$ cat src/rtl/apb_gpio_pkg.sv
// apb_gpio_pkg: shared definitions for the APB GPIO slave.
// Register offsets (PADDR[4:0]), APB slave FSM states and the byte-strobe
// mask helper. The interrupt registers only decode when GPIO_IRQ_EN is defined.
package apb_gpio_pkg;

    localparam logic [4:0] OFF_DATA_OUT   = 5'h00;
    localparam logic [4:0] OFF_DIR        = 5'h04;
    localparam logic [4:0] OFF_DATA_IN    = 5'h08;
    localparam logic [4:0] OFF_INT_EN     = 5'h0C;
    localparam logic [4:0] OFF_INT_POL    = 5'h10;
    localparam logic [4:0] OFF_INT_STATUS = 5'h14;

    typedef enum logic [1:0] {
        IDLE   = 2'd0,
        SETUP  = 2'd1,
        ACCESS = 2'd2
    } apb_state_t;

    // Expands one PSTRB bit into the bit mask for its byte lane.
    function automatic logic [7:0] byte_mask(input logic strb);
        return {8{strb}};
    endfunction

endpackage

$ cat src/rtl/gpio_sync_edge.sv
// gpio_sync_edge: two-flop synchroniser for asynchronous pin inputs.
// With GPIO_IRQ_EN defined, a previous-value flop is added and per-bit
// rise/fall pulses are produced from the synchronised value; without it
// the edge outputs and their flop do not exist.
module gpio_sync_edge #(
    parameter int WIDTH = 32
) (
    input  logic             clk,
    input  logic             rst,
    input  logic [WIDTH-1:0] pin,
    output logic [WIDTH-1:0] sync_val
`ifdef GPIO_IRQ_EN
    ,
    output logic [WIDTH-1:0] rise,
    output logic [WIDTH-1:0] fall
`endif
);

    logic [WIDTH-1:0] meta;

    // Two-stage synchroniser; sync_val is safe to use two clocks after a pin change.
    always_ff @(posedge clk or posedge rst) begin
        if (rst) begin
            meta     <= '0;
            sync_val <= '0;
        end else begin
            meta     <= pin;
            sync_val <= meta;
        end
    end

`ifdef GPIO_IRQ_EN
    logic [WIDTH-1:0] prev;

    // Remember last synchronised value so edges last exactly one cycle.
    always_ff @(posedge clk or posedge rst) begin
        if (rst) prev <= '0;
        else     prev <= sync_val;
    end

    assign rise = sync_val & ~prev;
    assign fall = ~sync_val & prev;
`endif

endmodule

$ cat src/rtl/apb_gpio_slave.sv
// apb_gpio_slave: APB register block driving GPIO pins.
// Registered PREADY/PRDATA/PSLVERR are computed one cycle ahead from the
// next FSM state, so with WAIT_STATES=0 the transfer completes in the first
// ACCESS cycle. Writes commit only on the completing cycle.
// Optional feature macro: GPIO_IRQ_EN (interrupt enable/polarity/status
// registers, edge detection and irq_o). Without it irq_o is tied low and the
// interrupt offsets decode as unmapped.
module apb_gpio_slave
    import apb_gpio_pkg::*;
#(
    parameter int PADDR_SIZE  = 32,
    parameter int PDATA_SIZE  = 32,
    parameter int GPIO_WIDTH  = 32,
    parameter int WAIT_STATES = 0
) (
    input  logic                    clk,
    input  logic                    rst,
    input  logic                    PSEL,
    input  logic                    PENABLE,
    input  logic [PADDR_SIZE-1:0]   PADDR,
    input  logic                    PWRITE,
    input  logic [PDATA_SIZE/8-1:0] PSTRB,
    input  logic [PDATA_SIZE-1:0]   PWDATA,
    output logic [PDATA_SIZE-1:0]   PRDATA,
    output logic                    PREADY,
    output logic                    PSLVERR,
    input  logic [GPIO_WIDTH-1:0]   gpio_i,
    output logic [GPIO_WIDTH-1:0]   gpio_o,
    output logic [GPIO_WIDTH-1:0]   gpio_oe,
    output logic                    irq_o
);

    localparam logic [3:0] WAIT_LAST = 4'(WAIT_STATES);

    apb_state_t state, state_nxt;
    logic [3:0] wait_cnt, wait_nxt;
    logic       ready_nxt, err_nxt, access_err, mapped, wr_ok;
    logic [PDATA_SIZE-1:0] rdata_nxt, wmask;
    logic [GPIO_WIDTH-1:0] wmask_g, wdata_g, rd_val, data_in;
    logic [4:0] offs;
    logic       unused_addr;

    // Only the low five address bits select a register.
    assign offs        = PADDR[4:0];
    assign unused_addr = ^PADDR[PADDR_SIZE-1:5];

    for (genvar b = 0; b < PDATA_SIZE/8; b++) begin : g_mask
        assign wmask[b*8 +: 8] = byte_mask(PSTRB[b]);
    end

    assign wmask_g = wmask[GPIO_WIDTH-1:0];
    assign wdata_g = PWDATA[GPIO_WIDTH-1:0];

`ifdef GPIO_IRQ_EN
    logic [GPIO_WIDTH-1:0] int_en, int_pol, int_status, rise, fall, hit, w1c;

    gpio_sync_edge #(.WIDTH(GPIO_WIDTH)) u_sync (
        .clk      (clk),
        .rst      (rst),
        .pin      (gpio_i),
        .sync_val (data_in),
        .rise     (rise),
        .fall     (fall)
    );
`else
    gpio_sync_edge #(.WIDTH(GPIO_WIDTH)) u_sync (
        .clk      (clk),
        .rst      (rst),
        .pin      (gpio_i),
        .sync_val (data_in)
    );
`endif

    // Address decode and read mux for the currently presented address.
    always_comb begin
        mapped = 1'b1;
        rd_val = '0;
        case (offs)
            OFF_DATA_OUT:   rd_val = gpio_o;
            OFF_DIR:        rd_val = gpio_oe;
            OFF_DATA_IN:    rd_val = data_in;
`ifdef GPIO_IRQ_EN
            OFF_INT_EN:     rd_val = int_en;
            OFF_INT_POL:    rd_val = int_pol;
            OFF_INT_STATUS: rd_val = int_status;
`endif
            default:        mapped = 1'b0;
        endcase
    end

    assign access_err = (offs[1:0] != 2'b00) || !mapped || (PWRITE && offs == OFF_DATA_IN);

    // FSM state register and access-phase wait counter.
    always_ff @(posedge clk or posedge rst) begin
        if (rst) begin
            state    <= IDLE;
            wait_cnt <= '0;
        end else begin
            state    <= state_nxt;
            wait_cnt <= wait_nxt;
        end
    end

    // Next state. SETUP marks the cycle after a completion; like IDLE it
    // accepts a new setup phase. A select seen with PENABLE already high in
    // IDLE is taken as the setup phase, so it never completes that cycle.
    always_comb begin
        state_nxt = state;
        case (state)
            IDLE, SETUP: state_nxt = PSEL ? ACCESS : IDLE;
            ACCESS: begin
                if (!PSEL)                      state_nxt = IDLE;
                else if (wait_cnt == WAIT_LAST) state_nxt = SETUP;
            end
            default: state_nxt = IDLE;
        endcase
    end

    // Look one cycle ahead: if the next cycle is the completing ACCESS cycle,
    // prepare PREADY, PSLVERR and read data so they register into it.
    always_comb begin
        wait_nxt = '0;
        if (state == ACCESS && state_nxt == ACCESS) wait_nxt = wait_cnt + 4'd1;
        ready_nxt = (state_nxt == ACCESS) && (wait_nxt == WAIT_LAST);
        err_nxt   = ready_nxt && access_err;
        rdata_nxt = '0;
        if (ready_nxt && !PWRITE && !access_err) rdata_nxt[GPIO_WIDTH-1:0] = rd_val;
    end

    // Registered APB response; PRDATA falls back to zero after the completing cycle.
    always_ff @(posedge clk or posedge rst) begin
        if (rst) begin
            PREADY  <= 1'b0;
            PSLVERR <= 1'b0;
            PRDATA  <= '0;
        end else begin
            PREADY  <= ready_nxt;
            PSLVERR <= err_nxt;
            PRDATA  <= rdata_nxt;
        end
    end

    assign wr_ok = (state == ACCESS) && PREADY && PSEL && PENABLE && PWRITE && !access_err;

    // Pin-facing registers: byte-masked writes on the completing cycle only.
    always_ff @(posedge clk or posedge rst) begin
        if (rst) begin
            gpio_o  <= '0;
            gpio_oe <= '0;
        end else if (wr_ok) begin
            if (offs == OFF_DATA_OUT) gpio_o  <= (gpio_o  & ~wmask_g) | (wdata_g & wmask_g);
            if (offs == OFF_DIR)      gpio_oe <= (gpio_oe & ~wmask_g) | (wdata_g & wmask_g);
        end
    end

`ifdef GPIO_IRQ_EN
    // Edge of the selected polarity per pin; W1C clear bits from the write.
    assign hit = (rise & int_pol) | (fall & ~int_pol);
    assign w1c = (wr_ok && offs == OFF_INT_STATUS) ? (wdata_g & wmask_g) : '0;

    // Interrupt registers; a new edge beats a simultaneous clear of the same bit.
    always_ff @(posedge clk or posedge rst) begin
        if (rst) begin
            int_en     <= '0;
            int_pol    <= '0;
            int_status <= '0;
            irq_o      <= 1'b0;
        end else begin
            if (wr_ok && offs == OFF_INT_EN)  int_en  <= (int_en  & ~wmask_g) | (wdata_g & wmask_g);
            if (wr_ok && offs == OFF_INT_POL) int_pol <= (int_pol & ~wmask_g) | (wdata_g & wmask_g);
            int_status <= (int_status & ~w1c) | hit;
            irq_o      <= |(int_status & int_en);
        end
    end
`else
    assign irq_o = 1'b0;
`endif

endmodule

$ cat config.mk
export PLATFORM = sky130hd
export DESIGN_NAME = apb_gpio_slave
export DESIGN_NICKNAME = d
export VERILOG_FILES = /design/src/rtl/apb_gpio_pkg.sv /design/src/rtl/gpio_sync_edge.sv /design/src/rtl/apb_gpio_slave.sv
export SDC_FILE = /design/constraint.sdc
export NUM_CORES = 1
export LEC_CHECK = 0
export BUFFER_PORTS_ARGS = -buffer_cell sky130_fd_sc_hd__clkbuf_2
export CORE_UTILIZATION = 25
export DETAILED_ROUTE_END_ITERATION = 10
export PLACE_DENSITY_LB_ADDON = 0.15
export SLEW_MARGIN = 5
export SYNTH_ARGS = -nofsm -noshare
export SYNTH_HDL_FRONTEND = slang
export SYNTH_HIERARCHICAL = 1
export SYNTH_SLANG_ARGS = --single-unit
export TNS_END_PERCENT = 5
$ cat constraint.sdc
create_clock -name clk -period 4.15 [get_ports clk]
set_input_delay 0.415 -clock clk [delete_from_list [all_inputs] [get_ports clk]]
set_output_delay 0.415 -clock clk [all_outputs]
set_load 0.01 [all_outputs]
==> results.json <==
{
  "status": "finished clean",
  "grt.overflow.total": 0,
  "fmax_mhz": 375.1,
  "maxCapViolCount": 0,
  "grt_max_degree": 46,
  "timing.rr.start": "wait_cnt[0]$_DFF_PP0_",
  "placed_area_um2": 7571,
  "slew_viol_final": 0,
  "synth_cells": 405,
  "htreeDepth": 4,
  "reg2reg_to": "PRDATA[16]$_DFF_PP0_",
  "first_pass_iters": 4,
  "rows": 57,
  "antenna_found_initial": 0,
  "die_x_um": 161.2,
  "numPlacedInstances": 886,
  "die_h_um": 161.2,
  "die_area_um2": 25970,
  "slew_headroom_pct": 26.84,
  "tightest_slew_ns": 1.095,
  "grt_pass1_wl_um": 29100,
  "wl_um": 18710,
  "clk_path_buf_depth": 2,
  "ir_worst_vdd_mv": 0.2091,
  "rsz0062_at_grt": "no",
  "whs_ns": 0.08495,
  "cts_tree": "built",
  "place.gp.congestion": 0.7197,
  "p_per_area_nw_per_um2": 431.6,
  "drc": 0,
  "core_area_um2": 24600,
  "setup_viol": 0,
  "nets": 688,
  "critPathCaptureType": "flip-flop",
  "finalSetupTns_ns": 0,
  "hold_path_class": "input port to asynchronous set/reset pin",
  "syn-num-nets": 512,
  "rrSetupSlack_ns": 1.48,
  "routed_via_density": 4.516,
  "synth_seq_cells": 168,
  "holdBufCountCts": 0,
  "ys_seq_area_share_pct": 66.39,
  "grt_pass1_vias": 4620,
  "grtUsageTotal_pct": 15.15,
  "ios": 204,
  "cts_setup_buffers": 0,
  "syn2layout_area_growth_pct": 29.05,
  "drt_iter0_markers": 126,
  "fillers": 2442,
  "finalCriticalPeriod_ns": 2.666,
  "io_buffers": 175,
  "path_class": "flip-flop to flip-flop",
  "arrival_ns": 2.92,
  "drtAntennaViolNets": 0,
  "clock-sinks": 168,
  "cts_buffers": 17,
  "n_antenna_cell": 0,
  "crit_fanout": 21,
  "vias": 4141,
  "rr_worst_depth": 6,
  "yosysWarnings": 6,
  "initial_core_util_pct": 25.74,
  "worstSetupStartpointType": "flip-flop",
  "synth.avg_cell_area_um2": 15.64,
  "yosys.cell_types.count": 32,
  "fin_skew_ns": 0.01042,
  "dp_hpwl_um": 11720,
  "synth_area_um2": 6332,
  "clkTransAtPathRegs_ns": 0.07,
  "finalHoldViolCount": 0,
  "critPathRequiredTime_ns": 4.41,
  "cp-startpoint": "wait_cnt[0]$_DFF_PP0_",
  "root_buffer": "clkbuf_16",
  "cts.repair.resized": 0,
  "p_leak_nw": 4.116,
  "fin_cells": 917,
  "final_area_um2": 8172,
  "drive_above_1_share_pct": 50.08,
  "clk-insertion-delay-late_ns": 0.42,
  "wl_per_cell_um": 20.40,
  "fin_crit_sh_pct": 64.24
}
-- Yosys cell counts (all sizes together) --
master	number	share of area, %
nand3	2	0.24
buf	7	0.79
nor2	7	0.42
mux2i	32	5.1
or3b	5	0.69
nor3	2	0.16
conb	1	0.059
xnor2	1	0.14
nor4bb	2	0.32
xor2	1	0.14
or3	1	0.18
inv	6	0.36
mux2	64	12
a21boi	1	0.12
a22oi	1	0.12
dfrtp	168	66
o21a	1	0.12
nand3b	5	0.59
or4	1	0.18
ha	2	0.40
a211o	1	0.16
clkbuf	18	1.1
nor2b	1	0.099
nor4	40	5.6
a2bb2oi	32	4.4
nand2b	2	0.20
and4	1	0.14
-- area by class of cell --
class | count | area, um^2 | share of cell area (%)
clock inverters | 13 | 171.4 | 2.098
inverters | 6 | 26.28 | 0.3215
clock buffers | 18 | 429.2 | 5.252
multi-input cells | 206 | 2007 | 24.56
repair buffers | 182 | 928.4 | 11.36
flip-flops and latches | 168 | 4204 | 51.45
well taps | 324 | 405.4 | 4.961
-- routing by layer --
layer | track usage [%] | wire, um | share of wire (%) | vias to the layer above
met5 | 0 | 0 | 0 | -
met4 | 4.846 | 266 | 1.4 | 0
met3 | 3.544 | 721 | 3.9 | 16
met2 | 24.55 | 9145 | 49 | 98
met1 | 19.95 | 8573 | 46 | 2187
li1 | - | - | - | 1840
-- cells by family (layout without fill, tap and decap cells) --
kind of cell	after synthesis	count (layout)	synth area share, %
compound gates	36	36	4.940
buf+inv	31	219	2.213
xor+xnor	2	2	0.2767
flops	168	168	66.39
mux	96	96	16.91
fa+ha+maj	2	2	0.3951
simple gates	69	69	8.813
other cells	1	1	0.05922
-- stage by stage --
step	util [%]	worst slack (ns)	total power, mW
after floorplan	-	1.003	1.825
after global placement	30.77	1.336	1.917
after detailed placement	30.77	1.319	1.922
after CTS	33.21	1.448	3.588
after global routing	33.21	1.328	3.679
final	33.21	1.484	3.526
-- cells in the final DEF (no fill, tap or decap), types with 2 or more instances in the layout --
cell,n
buf_4,7
mux2i_1,32
inv_1,4
nor4bb_1,2
clkbuf_16,17
nand3b_1,5
nor4_1,32
dfrtp_1,168
a2bb2oi_1,32
ha_1,2
nor4_4,7
bufinv_16,3
nor2_1,7
or3b_2,5
mux2_2,56
inv_6,3
nor3_1,2
clkinv_2,2
nand2b_1,2
clkinvlp_4,4
clkbuf_2,174
mux2_4,8
-- worst max path at each step --
stage                           end  slack [ns]  cells past startpoint
6_report       PRDATA[16]$_DFF_PP0_        1.48                      6
2_1_floorplan   PRDATA[0]$_DFF_PP0_        1.00                      1
3_5_place_dp              flip-flop        1.32                      5
5_1_grt                   flip-flop        1.33                      3
4_1_cts                   flip-flop        1.45                      3
3_3_place_gp              flip-flop        1.34                      5
-- power breakdown --
part	total, mW	leakage [nW]	internal (mW)	switching [mW]
Sequential	1.69	2.19	1.68	0.0131
Combinational	0.196	1.64	0.0742	0.122
Clock	1.64	0.281	0.954	0.687
-- critical path, cell delays in order, from the launching register on --
cell and delay [ns]:
dfrtp_1 0.42, inv_1 0.07, ha_1 0.13, or3b_2 0.50
a22oi_2 0.75, buf_4 0.49, nor4_1 0.13
No activity file was read; power rests on OpenSTA's default activity.
